**src/rtl/t05_cb_sram_sched_if.sv**
```systemverilog
// SRAM word-bus bundle used by the codebook SRAM scheduler.
// The scheduler drives the request side; the memory returns ack and read data.
interface t05_cb_sram_sched_if;
    logic        mem_req;
    logic        mem_we;
    logic [31:0] mem_addr;
    logic [31:0] mem_wdata;
    logic [3:0]  mem_sel;
    logic [31:0] mem_rdata;
    logic        mem_ack;

    modport master (
        output mem_req,
        output mem_we,
        output mem_addr,
        output mem_wdata,
        output mem_sel,
        input  mem_rdata,
        input  mem_ack
    );

    modport slave (
        input  mem_req,
        input  mem_we,
        input  mem_addr,
        input  mem_wdata,
        input  mem_sel,
        output mem_rdata,
        output mem_ack
    );
endinterface

```
**src/rtl/t05_cb_sram_sched.sv**
```systemverilog
// Codebook SRAM port scheduler: round-robin between 3-word htree element reads and
// 4-word codebook path writes, with a per-word ack timeout and sticky error.
module t05_cb_sram_sched #(
    parameter logic [31:0] HTREE_BASE = 32'h3300_0000,
    parameter logic [31:0] CB_BASE    = 32'h3300_0400,
    parameter int unsigned TIMEOUT    = 255
) (
    input  logic                       clk,
    input  logic                       rst,
    input  logic [3:0]                 curr_process,
    input  logic                       rd_req,
    input  logic [6:0]                 rd_index,
    input  logic                       wr_req,
    input  logic [7:0]                 wr_index,
    input  logic [127:0]               wr_path,
    t05_cb_sram_sched_if.master        mem,
    output logic [70:0]                h_element,
    output logic                       rd_valid,
    output logic                       wr_done,
    output logic                       busy,
    output logic                       err
);

    localparam int unsigned TW        = (TIMEOUT < 2) ? 1 : $clog2(TIMEOUT + 1);
    localparam logic [TW-1:0] TMO_LIMIT = TW'(TIMEOUT);
    localparam logic [3:0]  CB_PHASE  = 4'b0100;

    typedef enum logic [1:0] {
        IDLE    = 2'd0,
        RD_XFER = 2'd1,
        WR_XFER = 2'd2,
        DONE    = 2'd3
    } state_t;

    function automatic logic [31:0] rd_addr(input logic [6:0] idx, input logic [1:0] k);
        rd_addr = HTREE_BASE + ((32'(idx) * 32'd3) + 32'(k)) * 32'd4;
    endfunction

    function automatic logic [31:0] wr_addr(input logic [7:0] idx, input logic [1:0] k);
        wr_addr = CB_BASE + (32'(idx) * 32'd16) + (32'(k) * 32'd4);
    endfunction

    state_t         state_r, state_n;
    logic [1:0]     k_r, k_n;
    logic [TW-1:0]  tmo_r, tmo_n;
    logic           gnt_rd_r, gnt_rd_n;
    logic           last_rd_r, last_rd_n;
    logic [6:0]     rd_idx_r, rd_idx_n;
    logic [7:0]     wr_idx_r, wr_idx_n;
    logic [127:0]   path_r, path_n;
    logic [70:0]    shadow_r, shadow_n;
    logic [70:0]    h_element_r, h_n;
    logic           err_r, err_n;

    logic           mem_req_r, mem_req_n;
    logic           mem_we_r, mem_we_n;
    logic [31:0]    mem_addr_r, mem_addr_n;
    logic [31:0]    mem_wdata_r, mem_wdata_n;
    logic [3:0]     mem_sel_r, mem_sel_n;
    logic           rd_valid_r, rd_valid_n;
    logic           wr_done_r, wr_done_n;
    logic           busy_r, busy_n;

    logic           ack_s;
    logic           grant_s;
    logic           pick_rd_s;
    logic           last_word_s;
    logic [TW-1:0]  tmo_inc_s;

    // An ack only counts while this block is actually requesting
    assign ack_s       = mem.mem_ack & mem_req_r;
    assign grant_s     = (curr_process == CB_PHASE) & (rd_req | wr_req);
    assign pick_rd_s   = rd_req & (~wr_req | ~last_rd_r);
    assign last_word_s = (state_r == RD_XFER) ? (k_r == 2'd2) : (k_r == 2'd3);
    assign tmo_inc_s   = tmo_r + TW'(1);

    // Next-state logic, word/timeout counters and request latches
    always_comb begin
        state_n   = state_r;
        k_n       = k_r;
        tmo_n     = tmo_r;
        gnt_rd_n  = gnt_rd_r;
        last_rd_n = last_rd_r;
        rd_idx_n  = rd_idx_r;
        wr_idx_n  = wr_idx_r;
        path_n    = path_r;
        shadow_n  = shadow_r;
        h_n       = h_element_r;
        err_n     = err_r;
        case (state_r)
            IDLE: begin
                if (grant_s) begin
                    gnt_rd_n  = pick_rd_s;
                    last_rd_n = pick_rd_s;
                    k_n       = 2'd0;
                    tmo_n     = '0;
                    if (pick_rd_s) begin
                        rd_idx_n = rd_index;
                        state_n  = RD_XFER;
                    end else begin
                        wr_idx_n = wr_index;
                        path_n   = wr_path;
                        state_n  = WR_XFER;
                    end
                end else begin
                    state_n = IDLE;
                end
            end
            RD_XFER, WR_XFER: begin
                if (ack_s) begin
                    tmo_n = '0;
                    if (state_r == RD_XFER) begin
                        case (k_r)
                            2'd0:    shadow_n[31:0]  = mem.mem_rdata;
                            2'd1:    shadow_n[63:32] = mem.mem_rdata;
                            default: shadow_n[70:64] = mem.mem_rdata[6:0];
                        endcase
                    end else begin
                        shadow_n = shadow_r;
                    end
                    if (last_word_s) begin
                        state_n = DONE;
                        if (state_r == RD_XFER) begin
                            h_n = {mem.mem_rdata[6:0], shadow_r[63:0]};
                        end else begin
                            h_n = h_element_r;
                        end
                    end else begin
                        k_n = k_r + 2'd1;
                    end
                end else if (tmo_inc_s == TMO_LIMIT) begin
                    // Abort: h_element keeps its previous value on a read timeout
                    tmo_n   = tmo_inc_s;
                    state_n = DONE;
                    err_n   = 1'b1;
                end else begin
                    tmo_n = tmo_inc_s;
                end
            end
            DONE: begin
                state_n = IDLE;
            end
            default: begin
                state_n = IDLE;
            end
        endcase
    end

    // Output values are derived from the next state so registered outputs align with it
    always_comb begin
        mem_req_n   = 1'b0;
        mem_we_n    = 1'b0;
        mem_addr_n  = 32'd0;
        mem_wdata_n = 32'd0;
        case (state_n)
            RD_XFER: begin
                mem_req_n  = 1'b1;
                mem_addr_n = rd_addr(rd_idx_n, k_n);
            end
            WR_XFER: begin
                mem_req_n   = 1'b1;
                mem_we_n    = 1'b1;
                mem_addr_n  = wr_addr(wr_idx_n, k_n);
                mem_wdata_n = path_n[{k_n, 5'd0} +: 32];
            end
            default: begin
                mem_req_n = 1'b0;
            end
        endcase
        mem_sel_n  = mem_req_n ? 4'hF : 4'h0;
        rd_valid_n = (state_n == DONE) & gnt_rd_n;
        wr_done_n  = (state_n == DONE) & ~gnt_rd_n;
        busy_n     = (state_n != IDLE);
    end

    // State and output registers with synchronous active-low reset
    always_ff @(posedge clk) begin
        if (!rst) begin
            state_r     <= IDLE;
            k_r         <= 2'd0;
            tmo_r       <= '0;
            gnt_rd_r    <= 1'b0;
            last_rd_r   <= 1'b0;
            rd_idx_r    <= 7'd0;
            wr_idx_r    <= 8'd0;
            path_r      <= 128'd0;
            shadow_r    <= 71'd0;
            h_element_r <= 71'd0;
            err_r       <= 1'b0;
            mem_req_r   <= 1'b0;
            mem_we_r    <= 1'b0;
            mem_addr_r  <= 32'd0;
            mem_wdata_r <= 32'd0;
            mem_sel_r   <= 4'h0;
            rd_valid_r  <= 1'b0;
            wr_done_r   <= 1'b0;
            busy_r      <= 1'b0;
        end else begin
            state_r     <= state_n;
            k_r         <= k_n;
            tmo_r       <= tmo_n;
            gnt_rd_r    <= gnt_rd_n;
            last_rd_r   <= last_rd_n;
            rd_idx_r    <= rd_idx_n;
            wr_idx_r    <= wr_idx_n;
            path_r      <= path_n;
            shadow_r    <= shadow_n;
            h_element_r <= h_n;
            err_r       <= err_n;
            mem_req_r   <= mem_req_n;
            mem_we_r    <= mem_we_n;
            mem_addr_r  <= mem_addr_n;
            mem_wdata_r <= mem_wdata_n;
            mem_sel_r   <= mem_sel_n;
            rd_valid_r  <= rd_valid_n;
            wr_done_r   <= wr_done_n;
            busy_r      <= busy_n;
        end
    end

    assign mem.mem_req   = mem_req_r;
    assign mem.mem_we    = mem_we_r;
    assign mem.mem_addr  = mem_addr_r;
    assign mem.mem_wdata = mem_wdata_r;
    assign mem.mem_sel   = mem_sel_r;
    assign h_element     = h_element_r;
    assign rd_valid      = rd_valid_r;
    assign wr_done       = wr_done_r;
    assign busy          = busy_r;
    assign err           = err_r;

endmodule

```
**src/flat_wrapper.sv**
```systemverilog
// flat-port wrapper written by rule: the top's interface ports become plain ports
module t05_cb_sram_sched_flat 
#(
    parameter logic [31:0] HTREE_BASE = 32'h3300_0000,
    parameter logic [31:0] CB_BASE    = 32'h3300_0400,
    parameter int unsigned TIMEOUT    = 255
)
  (clk, rst, curr_process, rd_req, rd_index, wr_req, wr_index, wr_path, h_element, rd_valid, wr_done, busy, err, mem_mem_req, mem_mem_we, mem_mem_addr, mem_mem_wdata, mem_mem_sel, mem_mem_rdata, mem_mem_ack);
  t05_cb_sram_sched_if mem_i ();
  input  logic clk;
  input  logic rst;
  input  logic [3:0] curr_process;
  input  logic rd_req;
  input  logic [6:0] rd_index;
  input  logic wr_req;
  input  logic [7:0] wr_index;
  input  logic [127:0] wr_path;
  output logic [70:0] h_element;
  output logic rd_valid;
  output logic wr_done;
  output logic busy;
  output logic err;
  output wire logic [$bits(mem_i.mem_req)-1:0] mem_mem_req;
  output wire logic [$bits(mem_i.mem_we)-1:0] mem_mem_we;
  output wire logic [$bits(mem_i.mem_addr)-1:0] mem_mem_addr;
  output wire logic [$bits(mem_i.mem_wdata)-1:0] mem_mem_wdata;
  output wire logic [$bits(mem_i.mem_sel)-1:0] mem_mem_sel;
  input wire logic [$bits(mem_i.mem_rdata)-1:0] mem_mem_rdata;
  input wire logic [$bits(mem_i.mem_ack)-1:0] mem_mem_ack;
  assign mem_mem_req = mem_i.mem_req;
  assign mem_mem_we = mem_i.mem_we;
  assign mem_mem_addr = mem_i.mem_addr;
  assign mem_mem_wdata = mem_i.mem_wdata;
  assign mem_mem_sel = mem_i.mem_sel;
  assign mem_i.mem_rdata = mem_mem_rdata;
  assign mem_i.mem_ack = mem_mem_ack;
  t05_cb_sram_sched #(.HTREE_BASE(HTREE_BASE), .CB_BASE(CB_BASE), .TIMEOUT(TIMEOUT)) u_core (.clk(clk), .rst(rst), .curr_process(curr_process), .rd_req(rd_req), .rd_index(rd_index), .wr_req(wr_req), .wr_index(wr_index), .wr_path(wr_path), .mem(mem_i), .h_element(h_element), .rd_valid(rd_valid), .wr_done(wr_done), .busy(busy), .err(err));
endmodule
```
**config.mk**
```make
export PLATFORM = sky130hd
export DESIGN_NAME = t05_cb_sram_sched_flat
export DESIGN_NICKNAME = d
export VERILOG_FILES = /design/src/rtl/t05_cb_sram_sched_if.sv /design/src/rtl/t05_cb_sram_sched.sv /design/src/flat_wrapper.sv
export SDC_FILE = /design/constraint.sdc
export NUM_CORES = 1
export LEC_CHECK = 0
export BUFFER_PORTS_ARGS = -buffer_cell sky130_fd_sc_hd__buf_2
export CAP_MARGIN = 20
export CORE_MARGIN = 4
export CORE_UTILIZATION = 54
export DETAILED_ROUTE_END_ITERATION = 8
export PLACE_DENSITY_LB_ADDON = 0.3
export SLEW_MARGIN = 40
export SYNTH_ARGS = -nofsm -noshare
export SYNTH_HDL_FRONTEND = slang
export SYNTH_SLANG_ARGS = --single-unit
export TNS_END_PERCENT = 30
```
**constraint.sdc**
```tcl
create_clock -name clk -period 4 [get_ports clk]
set_clock_uncertainty 0.1 [all_clocks]
set_input_delay 0 -clock clk [delete_from_list [all_inputs] [get_ports clk]]
set_output_delay 0 -clock clk [all_outputs]
set_load 0.01 [all_outputs]
```
==> reports/qor.txt <==
CP Data Arrival Time: 3.99 ns
setup slack, reg-to-reg: 0.31 ns
most common cell after layout, fill and taps aside: nand2_1
Vias per Instance: 5.339
Async S/R FF share, synth: 0%
outcome: finished clean
top cell type's share of synthesized area: 48.52%
first-pass GRT wire length: 69,250 um
Final WS setup: 0.3088 ns
drt initial violations: 948
total clock sinks: 341
cells on worst reg2reg path: 13
fin crit period: 3.691 ns
Total GRT Usage: 29.66%
most frequent cells in the layout: 353 x nand2_1, 341 x dfxtp_1, 310 x buf_2
Pwr per Cell Area: 391.5 nW/um^2
Total Nets Final: 2,214
PortBufs: 311
hold crit path type: primary input to register
crit path max fanout: 32
register clock-pin slew on the reported worst setup and hold paths: 0.06 ns
reg2reg end: u_core.mem.mem_wdata[13]$_SDFF_PN0_
final hold vios: 0
Slew HR: 46.98%
EDFF count, synth: 0
YS warnings: 0
Max Cap Viol: 0
RSZ-0062 raised after global routing: no
final hold slack: 0.06616 ns
max-slew violations: 0
root buffer cell: clkbuf_16
largest net degree at the start of global routing: 173
layout cells sized above 1: 20.20%
Worst-Margin Slew: 0.7953 ns
final worst path period share: 92.28%
DRT antenna net count: 0
Hold Path End: u_core.state_r[0]$_SDFF_PN0_
Final Util: 77.85%
# DRC: 0
I/O pins: 329
Post-Syn Area: 14,070 sq um
RR Startpoint: u_core.state_r[0]$_SDFF_PN0_
fill cell count: 1,508
Core Footprint: 25,400 sq um
worst skew pair latency: 0.51 ns
DR vias: 12,620
Setup TNS Final: 0 ns
row count: 58
number of global-route vias before repair: 13,290
part of the Yosys area used for sequential elements: 48.52%
H-tree depth: 2
P&R area growth vs syn: 40.53%
Post-synth top flop: dfxtp_1
syn_area_per_cell: 9.591 sq um
Pleak: 0.009667 uW
Yosys top cell by area: dfxtp_1
Setup crit end kind: register
top post-synthesis cells by area: dfxtp_1 49%, mux2i_1 12%, nand2_1 9.4%, a21boi_0 7.5%, nor2b_1 5.2%
hold_sp: curr_process[0]
CP Launch Type: register
Detailed Place HPWL: 22,090 um
peak supply drop: 0.0003895 V
Netlist cell types: 47
Die Area: 28,700 sq um
TritonCTS buffer count: 37
die width: 169.4 um
die height: 169.4 um
Cells after Synth: 1,467
Req. time, crit path: 4.30 ns
Routed wire per std cell: 18.76 um
Setup Viol. Count Final: 0
Bufs on Longest Clock Path: 3
GP Congestion: 0.8352
drt pass-1 iters: 5
synthesized flop and latch total: 341
Max Fclk: 0.2709 GHz
hold path cells: 5
CTS tree: built
dpl ws: 0.2915 ns
initial antenna violation count: 3
Initial Util: 55.39%
critical path type: register to register
Total Wirelength: 44,350 um
grt ovf: 0
-- registers in the layout, indices dropped and copies added, names as in the netlist --
signal and cells:
u_core.busy 1, u_core.err 1, u_core.gnt_rd_r 1, u_core.h_element 71
u_core.k_r 2, u_core.last_rd_r 1, u_core.mem.mem_addr 12, u_core.mem.mem_wdata 32
u_core.mem.mem_we 1, u_core.path_r 128, u_core.rd_idx_r 7, u_core.rd_valid 1
u_core.shadow_r 64, u_core.state_r 2, u_core.tmo_r 8, u_core.wr_done 1
u_core.wr_idx_r 8
-- routing by layer --
layer	vias up	share of wire (%)	global-route usage [%]
met5	-	0	0
met3	150	5.4	4.519
met4	0	5.0	15.23
met1	6041	38	34.19
met2	525	51	53.28
li1	5906	-	-
-- power breakdown --
| part | internal [uW] | switching (uW) | leakage, uW | total, uW |
|---|---|---|---|---|
| combinational | 265 | 185 | 0.00624 | 451 |
| sequential | 3410 | 6.51 | 0.00275 | 3420 |
| clock | 2450 | 1420 | 0.000678 | 3870 |
| total | 6130 | 1610 | 0.00967 | 7740 |
-- how the worst max path moves through the flow --
stage	depth (start not counted)	to	from
floorplan	16	u_core.mem.mem_addr[7]$_SDFF_PN0_	u_core.state_r[0]$_SDFF_PN0_
global placement	18	u_core.mem.mem_addr[7]$_SDFF_PN0_	u_core.state_r[0]$_SDFF_PN0_
detailed placement	13	u_core.mem.mem_wdata[17]$_SDFF_PN0_	u_core.state_r[0]$_SDFF_PN0_
CTS	18	u_core.mem.mem_addr[7]$_SDFF_PN0_	curr_process[1]
global route	18	u_core.mem.mem_addr[9]$_SDFF_PN0_	u_core.state_r[0]$_SDFF_PN0_
finish	13	u_core.mem.mem_wdata[13]$_SDFF_PN0_	u_core.state_r[0]$_SDFF_PN0_
-- per-stage QoR --
| stage | power [uW] | std cells | instance area [sq um] |
|---|---|---|---|
| 2_1_floorplan | 3645 | 1483 | 14130 |
| 3_3_place_gp | 3756 | 2018 | 15570 |
| 3_5_place_dp | 3758 | 2018 | 15570 |
| 4_1_cts | 7708 | 2357 | 19690 |
| 5_1_grt | 7954 | 2363 | 19770 |
| 6_report | 7742 | 2364 | 19770 |
-- worst max-delay path, cell delays in order, from the launching register on --
cell and delay [ns]:
dfxtp_1 0.38, inv_1 0.06, ha_1 0.41, a21boi_2 0.22
nand2_1 0.08, nor4_2 0.49, nor2_1 0.08, o22ai_1 0.32
inv_1 0.12, ha_1 0.36, and2_1 0.22, and2_1 0.15
buf_4 0.25, a32o_1 0.31
-- cell usage after synthesis (2+ instances only) --
cell and n:
fa_1 2, nand4b_1 3, o21ai_0 7, nand2_1 353, and2_1 17, xor2_1 5, a21boi_0 140, mux2_2 5
buf_2 16, mux2i_1 171, and4_1 2, a22oi_1 2, nor2b_1 116, xnor2_1 3, a21oi_1 6, and2b_1 27
ha_1 25, buf_6 16, nor3_1 5, o22ai_1 7, o21a_1 8, buf_4 25, dfxtp_1 341, a21o_1 4
nand3_1 4, inv_1 24, and3_1 4, nor4_1 2, nor2_1 10, a32o_1 32, o21ai_1 3, nand4_1 2
clkbuf_1 66
-- what timing repair did --
item | in CTS | in global routing
hold buffers | 273 | 2
gates resized for setup | 0 | 7
setup buffers | 0 | 1
setup endpoints to repair | 0 | 35
hold endpoints to repair | 263 | 1
-- kinds of logic after synthesis --
| family | share of synthesized area [%] |
|---|---|
| simple gates | 18.38 |
| flops | 48.52 |
| compound gates | 11.89 |
| mux | 12.57 |
| buf+inv | 5.611 |
| fa+ha+maj | 2.508 |
| xor+xnor | 0.4980 |
| other cells | 0.02665 |
-- final cells by class --
type | count | area, sq um | share of cell area [%]
Timing Repair Buffer | 604 | 4486 | 22.69
Tap cell | 330 | 412.9 | 2.088
Clock buffer | 49 | 1064 | 5.379
Antenna cell | 4 | 10.01 | 0.05062
Sequential cell | 341 | 6827 | 34.53
Clock inverter | 17 | 316.6 | 1.601
Inverter | 25 | 93.84 | 0.4746
Multi-Input combinational cell | 994 | 6564 | 33.20
(Power assumes the default switching activity.)
